$ cat config.mk
export PLATFORM = sky130hd
export DESIGN_NAME = sound_scheduler
export DESIGN_NICKNAME = d
export VERILOG_FILES = /design/src/rtl/sound_scheduler.sv
export SDC_FILE = /design/constraint.sdc
export NUM_CORES = 1
export LEC_CHECK = 0
export CORE_UTILIZATION = 49
export CTS_CLUSTER_SIZE = 16
export DETAILED_ROUTE_END_ITERATION = 12
export MAX_ROUTING_LAYER = met4
export PLACE_DENSITY = 0.79
export SYNTH_ARGS = -nofsm -noshare
export SYNTH_HDL_FRONTEND = slang
export SYNTH_SLANG_ARGS = --single-unit
$ cat constraint.sdc
create_clock -name clk -period 2.65 [get_ports clk]
set_input_delay 0.3975 -clock clk [delete_from_list [all_inputs] [get_ports clk]]
set_output_delay 0.3975 -clock clk [all_outputs]
set_load 0.02 [all_outputs]
$ cat src/rtl/sound_scheduler.sv
// Arbitrates three note requesters onto one Sound engine: latches one pending note per
// requester, grants one owner at a time, pulses start, and reports done/drop back to the owner.
module sound_scheduler #(
    parameter int OCT_W      = 3,
    parameter int NOTE_W     = 4,
    parameter int LEN_W      = 3,
    parameter int GAP_CYCLES = 0,
    parameter int RR         = 0,
    parameter int PREEMPT    = 1
) (
    input  logic                clk,
    input  logic                rst,
    input  logic                en,
    input  logic [2:0]          req,
    input  logic [3*OCT_W-1:0]  oct_in,
    input  logic [3*NOTE_W-1:0] note_in,
    input  logic [3*LEN_W-1:0]  len_in,
    input  logic                sd_over,
    output logic                sd_start,
    output logic [OCT_W-1:0]    sd_octave,
    output logic [NOTE_W-1:0]   sd_note,
    output logic [LEN_W-1:0]    sd_length,
    output logic [2:0]          grant,
    output logic [2:0]          done,
    output logic [2:0]          drop,
    output logic                busy
);

    typedef enum logic [1:0] {IDLE, START, PLAY, GAP} state_t;

    localparam int GW = $clog2(GAP_CYCLES + 2);
    localparam logic [GW-1:0] GAP_LAST = GW'((GAP_CYCLES > 0) ? (GAP_CYCLES - 1) : 0);

    state_t              state_q, state_d;
    logic [2:0]          pend_q, pend_d;
    logic [3*OCT_W-1:0]  oct_slot_q, oct_slot_d;
    logic [3*NOTE_W-1:0] note_slot_q, note_slot_d;
    logic [3*LEN_W-1:0]  len_slot_q, len_slot_d;
    logic [1:0]          ptr_q, ptr_d;
    logic [1:0]          owner_q, owner_d;
    logic                play_q, play_d;
    logic [GW-1:0]       gap_q, gap_d;
    logic                start_q, start_d;
    logic [OCT_W-1:0]    oct_q, oct_d;
    logic [NOTE_W-1:0]   note_q, note_d;
    logic [LEN_W-1:0]    len_q, len_d;
    logic [2:0]          grant_q, grant_d;
    logic [2:0]          done_q, done_d;
    logic [2:0]          drop_q, drop_d;
    logic                busy_q, busy_d;

    logic                do_grant_s;
    logic [1:0]          win_s;
    logic [2:0]          pre_mask_s;

    function automatic logic [1:0] pick_fixed(input logic [2:0] p);
        if (p[0]) begin
            return 2'd0;
        end else if (p[1]) begin
            return 2'd1;
        end else begin
            return 2'd2;
        end
    endfunction

    // Cyclic search starting just after the last winner.
    function automatic logic [1:0] pick_rr(input logic [2:0] p, input logic [1:0] ptr);
        logic [1:0] idx;
        idx = 2'd0;
        case (ptr)
            2'd0:    idx = p[1] ? 2'd1 : (p[2] ? 2'd2 : 2'd0);
            2'd1:    idx = p[2] ? 2'd2 : (p[0] ? 2'd0 : 2'd1);
            default: idx = p[0] ? 2'd0 : (p[1] ? 2'd1 : 2'd2);
        endcase
        return idx;
    endfunction

    function automatic logic [2:0] lower_mask(input logic [1:0] own);
        case (own)
            2'd1:    return 3'b001;
            2'd2:    return 3'b011;
            default: return 3'b000;
        endcase
    endfunction

    assign pre_mask_s = pend_q & lower_mask(owner_q);

    // Next-state, slot capture, arbitration and output decode.
    always_comb begin
        state_d     = state_q;
        pend_d      = pend_q;
        oct_slot_d  = oct_slot_q;
        note_slot_d = note_slot_q;
        len_slot_d  = len_slot_q;
        ptr_d       = ptr_q;
        owner_d     = owner_q;
        play_d      = play_q;
        gap_d       = gap_q;
        start_d     = 1'b0;
        oct_d       = oct_q;
        note_d      = note_q;
        len_d       = len_q;
        grant_d     = grant_q;
        done_d      = 3'b000;
        drop_d      = 3'b000;
        do_grant_s  = 1'b0;
        win_s       = 2'd0;

        case (state_q)
            IDLE: begin
                if (en && (pend_q != 3'b000)) begin
                    do_grant_s = 1'b1;
                    win_s      = (RR != 0) ? pick_rr(pend_q, ptr_q) : pick_fixed(pend_q);
                    if (RR != 0) begin
                        ptr_d = win_s;
                    end else begin
                        ptr_d = ptr_q;
                    end
                end else begin
                    do_grant_s = 1'b0;
                end
            end
            START: begin
                start_d = 1'b1;
                play_d  = 1'b0;
                state_d = PLAY;
            end
            PLAY: begin
                play_d = 1'b1;
                // Preemption wins over a simultaneous over; over is stale in the first PLAY cycle.
                if ((PREEMPT != 0) && en && (pre_mask_s != 3'b000)) begin
                    drop_d     = grant_q;
                    do_grant_s = 1'b1;
                    win_s      = pick_fixed(pre_mask_s);
                end else if (play_q && sd_over) begin
                    done_d  = grant_q;
                    grant_d = 3'b000;
                    gap_d   = '0;
                    state_d = (GAP_CYCLES > 0) ? GAP : IDLE;
                end else begin
                    state_d = PLAY;
                end
            end
            GAP: begin
                if (gap_q == GAP_LAST) begin
                    state_d = IDLE;
                end else begin
                    gap_d = gap_q + {{(GW-1){1'b0}}, 1'b1};
                end
            end
            default: begin
                state_d = IDLE;
            end
        endcase

        if (do_grant_s) begin
            oct_d          = oct_slot_q[int'(win_s)*OCT_W +: OCT_W];
            note_d         = note_slot_q[int'(win_s)*NOTE_W +: NOTE_W];
            len_d          = len_slot_q[int'(win_s)*LEN_W +: LEN_W];
            grant_d        = 3'b001 << win_s;
            owner_d        = win_s;
            pend_d[win_s]  = 1'b0;
            state_d        = START;
        end else begin
            owner_d = owner_q;
        end

        // A request on the grant edge refills the slot after the grant read the old contents.
        for (int i = 0; i < 3; i++) begin
            if (req[i]) begin
                pend_d[i]                        = 1'b1;
                oct_slot_d[i*OCT_W +: OCT_W]     = oct_in[i*OCT_W +: OCT_W];
                note_slot_d[i*NOTE_W +: NOTE_W]  = note_in[i*NOTE_W +: NOTE_W];
                len_slot_d[i*LEN_W +: LEN_W]     = len_in[i*LEN_W +: LEN_W];
            end else begin
                pend_d[i] = pend_d[i];
            end
        end

        busy_d = (state_d != IDLE);
    end

    // State and output registers.
    always_ff @(posedge clk or posedge rst) begin
        if (rst) begin
            state_q     <= IDLE;
            pend_q      <= 3'b000;
            oct_slot_q  <= '0;
            note_slot_q <= '0;
            len_slot_q  <= '0;
            ptr_q       <= 2'd2;
            owner_q     <= 2'd0;
            play_q      <= 1'b0;
            gap_q       <= '0;
            start_q     <= 1'b0;
            oct_q       <= '0;
            note_q      <= '0;
            len_q       <= '0;
            grant_q     <= 3'b000;
            done_q      <= 3'b000;
            drop_q      <= 3'b000;
            busy_q      <= 1'b0;
        end else begin
            state_q     <= state_d;
            pend_q      <= pend_d;
            oct_slot_q  <= oct_slot_d;
            note_slot_q <= note_slot_d;
            len_slot_q  <= len_slot_d;
            ptr_q       <= ptr_d;
            owner_q     <= owner_d;
            play_q      <= play_d;
            gap_q       <= gap_d;
            start_q     <= start_d;
            oct_q       <= oct_d;
            note_q      <= note_d;
            len_q       <= len_d;
            grant_q     <= grant_d;
            done_q      <= done_d;
            drop_q      <= drop_d;
            busy_q      <= busy_d;
        end
    end

    assign sd_start  = start_q;
    assign sd_octave = oct_q;
    assign sd_note   = note_q;
    assign sd_length = len_q;
    assign grant     = grant_q;
    assign done      = done_q;
    assign drop      = drop_q;
    assign busy      = busy_q;

endmodule

==> metrics.txt <==
# TYPE chip_impl_metric gauge
chip_impl_metric{name="post_synthesis_area_per_instance",unit="µm²"} 13.8
chip_impl_metric{name="post-route-cell-area",unit="µm²"} 3260
chip_impl_metric{name="first_global_vias",unit=""} 1719
chip_impl_info{name="hold_path.class",value="in2async"} 1
chip_impl_metric{name="post_cts_gate_resize_count",unit=""} 0
chip_impl_metric{name="die_height",unit="µm"} 72.4
chip_impl_metric{name="tritoncts_num_sinks",unit=""} 59
chip_impl_metric{name="post-route-drc-count",unit=""} 0
chip_impl_metric{name="drive_gt1_share",unit="%"} 22.5
chip_impl_metric{name="drv_cap",unit=""} 0
chip_impl_info{name="synth-main-ff-cell",value="sky130_fd_sc_hd__dfrtp_1"} 1
chip_impl_metric{name="first_pass_grt_wire_length",unit="µm"} 8630
chip_impl_metric{name="layout_worst_path_cycle_share",unit="%"} 83.2
chip_impl_metric{name="synth_fp_nets",unit=""} 217
chip_impl_metric{name="buffers_inserted_during_post_cts_setup_optimization",unit=""} 0
chip_impl_metric{name="finalWeightedCongestion",unit=""} 0.858
chip_impl_metric{name="ctsHoldBuffers",unit=""} 0
chip_impl_metric{name="vdd.ir_drop.worst",unit="mV"} 0.595
chip_impl_metric{name="max_slew.worst_pin.slew",unit="ns"} 0.610
chip_impl_info{name="critical_path_cell_sequence",value="inv_1, ha_1, and2b_1, o211a_1, or2_1, mux2_4"} 1
chip_impl_metric{name="internal_dissipation",unit="mW"} 2.00
chip_impl_metric{name="ys_warn_count",unit=""} 0
chip_impl_metric{name="io_buffer_count",unit=""} 57
chip_impl_metric{name="dp_hpwl",unit="µm"} 3580
chip_impl_metric{name="seq_area_frac_synth",unit="%"} 60.9
chip_impl_metric{name="power.share.combinational",unit="%"} 29.4
chip_impl_info{name="synth.most_common_cell",value="sky130_fd_sc_hd__dfrtp_1"} 1
chip_impl_metric{name="post_synth_inst_count",unit=""} 176
chip_impl_metric{name="slew_limit_headroom",unit="%"} 59.2
chip_impl_metric{name="sw_frac_of_total",unit="%"} 30.1
chip_impl_metric{name="placed_area",unit="µm²"} 3060
chip_impl_metric{name="critPathMaxStageDelay",unit="ns"} 0.45
chip_impl_info{name="worstSetupPathType",value="reg2reg"} 1
chip_impl_metric{name="grt_max_degree",unit=""} 31
chip_impl_metric{name="overall_die_area",unit="µm²"} 5240
chip_impl_metric{name="critical_path_required",unit="ns"} 2.87
chip_impl_metric{name="via_count",unit=""} 1691
chip_impl_metric{name="post_layout_nonfiller_instances",unit=""} 311
chip_impl_metric{name="ctsLongestPathBuffers",unit=""} 2
chip_impl_metric{name="die-width",unit="µm"} 72.4
chip_impl_metric{name="place_inst",unit=""} 296
chip_impl_info{name="cts-root-buf",value="sky130_fd_sc_hd__clkbuf_8"} 1
chip_impl_metric{name="final.setup.tns",unit="ns"} 0
chip_impl_metric{name="drt_first_iter_violations",unit=""} 79
chip_impl_metric{name="synthesis.area",unit="µm²"} 2430
chip_impl_metric{name="p_switching",unit="µW"} 861
chip_impl_metric{name="setup-violations-final",unit=""} 0
chip_impl_metric{name="clock.fmax",unit="MHz"} 454
chip_impl_metric{name="power.density",unit="nW/µm²"} 877
chip_impl_info{name="cp-end-kind",value="flip-flop"} 1
chip_impl_metric{name="detailedPlace.worstSlack",unit="ns"} 0.491
chip_impl_info{name="critPathLaunchType",value="flip-flop"} 1
chip_impl_metric{name="rows",unit=""} 25
chip_impl_metric{name="floorplan.io_pins",unit=""} 58
chip_impl_metric{name="share_clk_of_total_power",unit="%"} 28.1
chip_impl_metric{name="finalClockSkew",unit="ns"} 0.00570
chip_impl_metric{name="totalWireLength",unit="µm"} 5220
chip_impl_metric{name="syn2layout_area_growth",unit="%"} 34.2
chip_impl_metric{name="largest_fanout_on_the_critical_path",unit=""} 13
chip_impl_metric{name="n_fill_cell",unit=""} 373
chip_impl_metric{name="drt_pass1_iterations",unit=""} 4
chip_impl_metric{name="clk_pin_slew_worst_paths",unit="ns"} 0.06
chip_impl_metric{name="yosysTopAreaCellShare",unit="%"} 60.9
chip_impl_info{name="run_status",value="complete, no violations"} 1
chip_impl_metric{name="antenna_found_initial",unit=""} 0
chip_impl_info{name="grt_setup_unrepaired",value="no"} 1
chip_impl_metric{name="core",unit="µm²"} 4750
chip_impl_metric{name="ys_types",unit=""} 37
chip_impl_info{name="synth_commonest_cells",value="59 x sky130_fd_sc_hd__dfrtp_1, 31 x sky130_fd_sc_hd__mux2_2, 8 x sky130_fd_sc_hd__and2_1"} 1
chip_impl_metric{name="grtUsageTotal",unit="%"} 23.7
chip_impl_info{name="post_synth_main_area_contributors",value="sky130_fd_sc_hd__dfrtp_1 61%, sky130_fd_sc_hd__mux2_2 14%, sky130_fd_sc_hd__a222oi_1 2.1%"} 1
chip_impl_metric{name="initial_core_util",unit="%"} 51.0
chip_impl_metric{name="period_minus_slack",unit="ns"} 2.20
chip_impl_metric{name="postRouteAntennaNets",unit=""} 0
chip_impl_metric{name="power.leakage",unit="nW"} 1.42
chip_impl_metric{name="final_max_slew_viol_count",unit=""} 0
chip_impl_metric{name="tritoncts.num_buffers",unit=""} 9
chip_impl_metric{name="async_flop_share",unit="%"} 100
chip_impl_metric{name="synth.ff_latch_count",unit=""} 59
chip_impl_metric{name="synth_edf_count",unit=""} 0
chip_impl_metric{name="arrival",unit="ns"} 2.42
chip_impl_metric{name="final_hold_viol_count",unit=""} 0
chip_impl_metric{name="globalRouteOverflowTotal",unit=""} 0
chip_impl_metric{name="layout_setup_ws",unit="ns"} 0.446
chip_impl_info{name="post-synth-top-area-cell",value="sky130_fd_sc_hd__dfrtp_1"} 1
chip_impl_metric{name="worst_skew_pair.late_latency",unit="ns"} 0.33
chip_impl_info{name="crit_path_top_delay_cell",value="sky130_fd_sc_hd__o211a_1"} 1
chip_impl_metric{name="deepest_level_of_the_cts_h_tree",unit=""} 3
chip_impl_metric{name="antenna_cells",unit=""} 0
chip_impl_metric{name="pwr-share-seq",unit="%"} 42.5
chip_impl_metric{name="wl_per_cell",unit="µm"} 16.8
chip_impl_metric{name="num-nets-final",unit=""} 281
chip_impl_info{name="tritoncts_clock_tree",value="built"} 1
chip_impl_metric{name="detail_route.vias_per_cell",unit=""} 5.44
## worst max-delay path, delay by kind of cell, from the launching register on
| family | cells | cell delay (ns) |
|---|---|---|
| and+or+nand+nor | 2 | 0.62 |
| buffers and inverters | 1 | 0.05 |
| DFF | 1 | 0.36 |
| AOI/OAI and AO/OA | 1 | 0.45 |
| muxes | 1 | 0.33 |
| adders and majority gates | 1 | 0.28 |
## cell usage in the layout, fill, tap and decap left out, types with 2 or more instances in the layout
master / n
sky130_fd_sc_hd__a222oi_1: 5
sky130_fd_sc_hd__buf_4: 4
sky130_fd_sc_hd__nand2_1: 5
sky130_fd_sc_hd__and2_1: 8
sky130_fd_sc_hd__a21oi_1: 6
sky130_fd_sc_hd__o22ai_1: 2
sky130_fd_sc_hd__a221o_1: 4
sky130_fd_sc_hd__mux2_2: 31
sky130_fd_sc_hd__clkbuf_1: 2
sky130_fd_sc_hd__ha_1: 4
sky130_fd_sc_hd__a22o_1: 4
sky130_fd_sc_hd__clkbuf_8: 11
sky130_fd_sc_hd__clkdlybuf4s50_1: 57
sky130_fd_sc_hd__o21ai_0: 3
sky130_fd_sc_hd__inv_1: 4
sky130_fd_sc_hd__dfrtp_1: 59
sky130_fd_sc_hd__nor3_1: 6
sky130_fd_sc_hd__a31o_2: 4
sky130_fd_sc_hd__a21o_1: 2
sky130_fd_sc_hd__nand4_1: 2
## power groups by stage
stage | registers [mW] | logic [mW] | clock network [mW]
after floorplan | 1.32 | 0.379 | 0
after global placement | 1.22 | 0.821 | 0
after detailed placement | 1.22 | 0.837 | 0
after CTS | 1.21 | 0.845 | 0.817
after global routing | 1.23 | 0.908 | 0.868
final | 1.21 | 0.840 | 0.803
## through the flow
| stage | hold slack [ns] | util [%] | total power, mW |
|---|---|---|---|
| finish | 0.466 | 68.5 | 2.86 |
| global route | 0.517 | 68.5 | 3.01 |
| CTS | 0.474 | 68.5 | 2.87 |
| detailed placement | 0.479 | 64.4 | 2.06 |
| global placement | 0.472 | 64.4 | 2.04 |
| floorplan | 0.454 | - | 1.70 |
## cell families after synthesis
family / after synthesis / synth area share (%)
flops: 59 / 60.9
compound gates: 37 / 12.0
mux: 32 / 15.0
simple gates: 31 / 7.32
buf+inv: 13 / 2.73
fa+ha+maj: 4 / 2.06
## per-layer routing
| layer | vias to the layer above | part of all wire [%] | routed length [µm] | global-route usage [%] |
|---|---|---|---|---|
| met3 | 4 | 4.6 | 242 | 7.64 |
| met5 | - | 0 | 0 | - |
| li1 | 781 | - | - | - |
| met2 | 59 | 48 | 2530 | 37.1 |
| met4 | 0 | 0.88 | 46 | 7.63 |
| met1 | 847 | 46 | 2410 | 29.4 |
## sequential cells by signal, indices dropped and copies added (netlist names), 4 cells and up
signal,cells
len_slot_q,9
oct_slot_q,9
sd_note,4
note_slot_q,12
## final timing paths
check | from | cells after the start | end | slack, ns
max in group asynchronous | rst | 3 | pend_q[0] | 1.91
hold / removal | rst | 3 | done[1] | 0.47
min in group clk | owner_q[1] | 1 | owner_q[1] | 0.49
setup / recovery | owner_q[0] | 6 | owner_q[0] | 0.45
setup reg to reg | owner_q[0] | 6 | owner_q[0] | 0.45
hold reg to reg | owner_q[1] | 1 | owner_q[1] | 0.49
## final cells by class
class / count / area, µm² / share of cell area (%)
clock buffer: 13 / 159 / 4.88
inverter: 5 / 18.8 / 0.576
timing repair buffer: 61 / 601 / 18.4
multi-input combinational: 104 / 883 / 27.1
clock inverter: 2 / 35.0 / 1.08
tap: 67 / 83.8 / 2.57
sequential: 59 / 1480 / 45.3
No activity file was read; power rests on OpenSTA's default activity.
